**src/rtl/nibble_comp_seq_pkg.sv**
```systemverilog
// Shared types for the nibble-serial magnitude comparator sequencer.
package nibble_comp_seq_pkg;

    localparam int NIBBLE_W = 4;

    typedef enum logic [1:0] {
        IDLE,
        CMP,
        DONE
    } cmp_state_t;

    typedef enum logic [1:0] {
        RES_NONE,
        RES_GT,
        RES_LT
    } cmp_res_t;

endpackage

```
**src/rtl/four_bit_comp.sv**
```systemverilog
// Existing 4-bit unsigned magnitude comparator: exactly one of G/L/E is high.
module four_bit_comp (
    input  logic a0,
    input  logic a1,
    input  logic a2,
    input  logic a3,
    input  logic b0,
    input  logic b1,
    input  logic b2,
    input  logic b3,
    output logic G,
    output logic L,
    output logic E
);

    logic [3:0] a_vec;
    logic [3:0] b_vec;

    assign a_vec = {a3, a2, a1, a0};
    assign b_vec = {b3, b2, b1, b0};

    assign G = (a_vec > b_vec);
    assign L = (a_vec < b_vec);
    assign E = (a_vec == b_vec);

endmodule

```
**src/rtl/nibble_comp_seq.sv**
```systemverilog
// Compares two WIDTH-bit words MSB nibble first through one shared four_bit_comp.
// Optional CMP_EARLY_EXIT_EN: finish on the first deciding nibble instead of a constant-time scan.
//
// state | meaning
// IDLE  | waiting for an operand pair, in_ready=1
// CMP   | feeding nibble idx to the comparator, latching the first decision
// DONE  | presenting the one-hot result until out_ready
module nibble_comp_seq
    import nibble_comp_seq_pkg::*;
#(
    parameter int WIDTH = 16
) (
    input  logic             clk,
    input  logic             rst_n,
    input  logic             in_valid,
    output logic             in_ready,
    input  logic [WIDTH-1:0] a,
    input  logic [WIDTH-1:0] b,
    output logic             out_valid,
    input  logic             out_ready,
    output logic             gt,
    output logic             lt,
    output logic             eq
);

    localparam int NIB   = WIDTH / NIBBLE_W;
    localparam int IDX_W = (NIB > 1) ? $clog2(NIB) : 1;

    cmp_state_t             state_q, state_d;
    cmp_res_t               res_q, res_d;
    logic [WIDTH-1:0]       a_q, a_d;
    logic [WIDTH-1:0]       b_q, b_d;
    logic [IDX_W-1:0]       idx_q, idx_d;
    logic [NIBBLE_W-1:0]    nib_a;
    logic [NIBBLE_W-1:0]    nib_b;
    logic                   cmp_g;
    logic                   cmp_l;
    logic                   cmp_e;
    logic                   decide;

    assign nib_a = NIBBLE_W'(a_q >> (idx_q * NIBBLE_W));
    assign nib_b = NIBBLE_W'(b_q >> (idx_q * NIBBLE_W));

    four_bit_comp u_cmp (
        .a0 (nib_a[0]),
        .a1 (nib_a[1]),
        .a2 (nib_a[2]),
        .a3 (nib_a[3]),
        .b0 (nib_b[0]),
        .b1 (nib_b[1]),
        .b2 (nib_b[2]),
        .b3 (nib_b[3]),
        .G  (cmp_g),
        .L  (cmp_l),
        .E  (cmp_e)
    );

    // Only the first deciding nibble counts; lower nibbles never override it.
    assign decide = (res_q == RES_NONE) && (cmp_g || cmp_l);

    always_comb begin
        state_d   = state_q;
        res_d     = res_q;
        a_d       = a_q;
        b_d       = b_q;
        idx_d     = idx_q;
        in_ready  = 1'b0;
        out_valid = 1'b0;
        gt        = 1'b0;
        lt        = 1'b0;
        eq        = 1'b0;

        case (state_q)
            IDLE: begin
                in_ready = 1'b1;
                if (in_valid) begin
                    a_d     = a;
                    b_d     = b;
                    idx_d   = IDX_W'(NIB - 1);
                    res_d   = RES_NONE;
                    state_d = CMP;
                end
            end
            CMP: begin
                if (decide) begin
                    res_d = cmp_g ? RES_GT : RES_LT;
                end
`ifdef CMP_EARLY_EXIT_EN
                if ((idx_q == '0) || decide) begin
`else
                if (idx_q == '0) begin
`endif
                    state_d = DONE;
                end else begin
                    idx_d = idx_q - IDX_W'(1);
                end
            end
            DONE: begin
                out_valid = 1'b1;
                gt        = (res_q == RES_GT);
                lt        = (res_q == RES_LT);
                eq        = (res_q == RES_NONE);
                if (out_ready) begin
                    state_d = IDLE;
                end
            end
            default: begin
                state_d = IDLE;
            end
        endcase
    end

    always_ff @(posedge clk or negedge rst_n) begin
        if (!rst_n) begin
            state_q <= IDLE;
            res_q   <= RES_NONE;
            a_q     <= '0;
            b_q     <= '0;
            idx_q   <= '0;
        end else begin
            state_q <= state_d;
            res_q   <= res_d;
            a_q     <= a_d;
            b_q     <= b_d;
            idx_q   <= idx_d;
        end
    end

`ifndef SYNTHESIS
    a_cmp_onehot: assert property (@(posedge clk) disable iff (!rst_n)
        (state_q == CMP) |-> ((cmp_g + cmp_l + cmp_e) == 2'd1));
`endif

endmodule

```
**config.mk**
```make
export PLATFORM = sky130hd
export DESIGN_NAME = nibble_comp_seq
export DESIGN_NICKNAME = d
export VERILOG_FILES = /design/src/rtl/nibble_comp_seq_pkg.sv /design/src/rtl/four_bit_comp.sv /design/src/rtl/nibble_comp_seq.sv
export SDC_FILE = /design/constraint.sdc
export NUM_CORES = 1
export LEC_CHECK = 0
export ABC_AREA = 1
export CORE_MARGIN = 3
export CORE_UTILIZATION = 50
export DETAILED_ROUTE_END_ITERATION = 8
export PLACE_DENSITY = 0.77
export SLEW_MARGIN = 5
export SYNTH_ARGS = -nofsm -noshare
export SYNTH_HDL_FRONTEND = slang
export SYNTH_SLANG_ARGS = --single-unit
```
**constraint.sdc**
```tcl
create_clock -name clk -period 2.15 [get_ports clk]
set_input_delay 0.43 -clock clk [delete_from_list [all_inputs] [get_ports clk]]
set_output_delay 0.43 -clock clk [all_outputs]
set_load 0.005 [all_outputs]
```
==> impl_results.md <==
* Status: completed
* PD cells at 1560 nW/um^2
* Period minus WS final at 2.07 ns
* Share of layout cells above drive strength 1 at 0.269
* Main synth FF type: dfrtp_1
* Sw Ratio at 0.350
* Post-Synthesis Cells at 167
* Critical path's top delay family: simple AND/OR/NAND/NOR gates
* Register area at 955 sq um
* Seq cells post-synth at 38
* Antenna violations before repair at 0
* Fmax at 483 MHz
* Clk slew on worst S/H paths at 0.08 ns
* Worst-skew pair later-pin latency at 0.29 ns
* Yosys synthesis warning count at 0
* Synth Net Count at 208
* WL final at 4.04 mm
* Port Buffers at 40
* Most frequent cell after synthesis: dfrtp_1
* GRT met3 Usage at 0.0591
* Endpoints failing hold at 0
* Setup TNS Final at 0 ns
* Critical Path Source: idx_q[1]
* Crit path launch type: flop
* Lkg Pwr at 1.24 nW
* Initial DRC count at 84
* Clk buf depth at 2
* CTS buffer count at 5
* Antenna-violating nets left at 0
* Area Growth Syn to Fin at 32.7%
* Cell Area, Synth at 1940 sq um
* Clock network fraction of design power at 0.185
* CP Cell Sequence: clkinvlp_2 -> a32o_1 -> ha_1 -> nand2_1 -> inv_1 -> nand3_1 -> inv_1 -> nand2_1 -> nand2_1 -> nand2_1 -> nand2_1 -> nand2_1
* Maximum vdd drop at 0.654 mV
* Via/cell ratio at 5.36
* Multi-input logic area at 893 sq um
* Met1 usage at 0.236
* Crit path buffers/inverters at 3
* CP Class: flop to flop
* Async set-reset flop share out of synthesis at 1.00
* CTS Sinks at 38
* DR vias at 1,405
* GR peak layer: met2
* Area leader, netlist: dfrtp_1
* Vias in the first global route at 1,450
* Number of diodes at 0
* Comb pwr share at 0.481
* Mean Syn Cell Area at 11.6 sq um
* Max cap viols at 0
* Critical Path Most Common Cell: nand2_1
* Layout Nets at 256
* Class of the worst hold path: input pin to asynchronous set/reset pin
* Htree depth at 2
* Final setup viols at 0
* Int Power at 2.61 mW
* Ports at 41
* Largest net degree at the start of global routing at 39
* Drt drc at 0
* WP data arrival at 2.25 ns
* CP max-delay cell: dfrtp_2
* CTS root buf: clkbuf_8
* Die height at 68.2 um
* Fill count at 240
* Drt pass-1 iters at 4
* Area share of the largest cell type after synthesis at 0.491
* DP HPWL at 2.81 mm
* CP Capture Type: flop
* Worst Skew at 0.00842 ns
* Row count at 21
* First-pass GRT wire length at 6.50 mm
* Final setup margin at 0.0810 ns
* Top cells by count, synth: 38 x dfrtp_1, 27 x mux2_4, 27 x nand2_1
* Seq pwr share at 0.334
* Non-Filler Instances at 262
* Reg-to-Reg Start: idx_q[1]
* Crit path largest cell delay at 0.45 ns
* Post-Place Setup Slack at 0.0992 ns
* GRT overflow at 0
* Crit Path Max Fanout at 7
* Final period utilization at 0.962
* Die X at 68.2 um
* Core area at 3520 sq um
* Tightest Pin Transition at 0.810 ns
* Share of the yosys chip area belonging to registers at 0.491
* Switching power at 1.41 mW
* Relative slew slack at 0.460
* Number of synthesized flops with an enable pin at 0
* Initial Utilization at 0.550
* Total GRT Usage at 0.190
* Placed cells at 249
* Ranking of synthesized cells by area: dfrtp_1 49%, mux2_4 21%, nand2_1 5.2%, ha_1 3.2%, mux2_2 2.9%
* Final Slew Violations at 0
* Synth unique cells at 21
* Routed WL per cell at 15.4 um
* M2 GR Usage at 0.314
* WHS at 0.229 ns
* CP required at 2.33 ns
* Area of the die at 4660 sq um
* CTS tree: done
* Final GP Congestion at 0.762
[cell usage in the layout (no fill, tap or decap), types with 2 or more instances in the layout]
cell type        instances
o21ai_1                  5
nor2_1                  12
o21ai_0                  5
nand2_1                 27
clkdlybuf4s50_1         37
a21oi_1                  6
bufinv_16                2
o22ai_1                  5
inv_1                    9
nand3_1                  3
dlymetal6s2s_1           2
dfrtp_1                 35
nor3_1                   2
clkbuf_8                 6
dfrtp_2                  3
buf_4                    4
a32o_1                   4
mux2_2                   5
buf_2                    2
ha_1                     5
mux2_4                  27
[area by class of cell]
class,instances,area share
clock inverters,2,0.0234
repair inverters,1,0.00195
clock buffers,6,0.0321
multi-input cells,111,0.348
flip-flops and latches,38,0.371
inverters,11,0.0195
well taps,46,0.0224
repair buffers,47,0.182
[power by group through the flow]
stage,Clock (mW),Combinational (mW),Sequential [mW]
after global placement,0,1.74,1.32
after global routing,0.780,2.13,1.39
after floorplan,0,1.49,1.24
after CTS,0.747,1.85,1.32
final,0.743,1.93,1.34
after detailed placement,0,1.83,1.33
[stage by stage]
stage | total power [mW] | instance area, sq um | utilization
after global routing | 4.30 | 2570 | 0.730
after floorplan | 2.72 | 1940 | -
after global placement | 3.06 | 2370 | 0.673
after CTS | 3.92 | 2510 | 0.714
final | 4.02 | 2570 | 0.730
after detailed placement | 3.16 | 2370 | 0.673
[what timing repair did]
action | in CTS | in global routing
hold buffers | 0 | 0
resized for setup | 0 | 15
buffers inserted | 0 | 3
setup endpoints to repair | 0 | 5
[per-layer routing]
| metal | vias to the layer above | wire [um] | share of wire |
|---|---|---|---|
| met5 | - | 0 | 0 |
| met1 | 691 | 1790 | 0.44 |
| met4 | 0 | 51 | 0.013 |
| li1 | 667 | - | - |
| met2 | 40 | 1920 | 0.48 |
| met3 | 7 | 267 | 0.066 |
[flip-flops by register name, summed over array words and instances, names as in the netlist]
name / flops
b_q: 16
a_q: 16
idx_q: 2
state_q: 2
res_q: 2
[cells by family after synthesis]
| group | after synthesis | synth area share |
|---|---|---|
| AND/OR/NAND/NOR | 47 | 0.102 |
| AO/OA/AOI/OAI | 27 | 0.0872 |
| buffers and inverters | 18 | 0.0491 |
| multiplexers | 32 | 0.238 |
| flip-flops | 38 | 0.491 |
| adder cells (fa/ha/maj) | 5 | 0.0323 |
[final timing paths]
kind	slack (ns)	end	depth (start not counted)
worst max-delay path	0.08	res_q[0]	12
worst min-delay path	0.23	a_q[15]	1
worst max register to register	0.08	res_q[0]	12
worst min register to register	0.52	b_q[11]	1
max in group asynchronous	1.37	state_q[0]	1
min in group clk	0.52	b_q[11]	1
(Power assumes the default switching activity.)
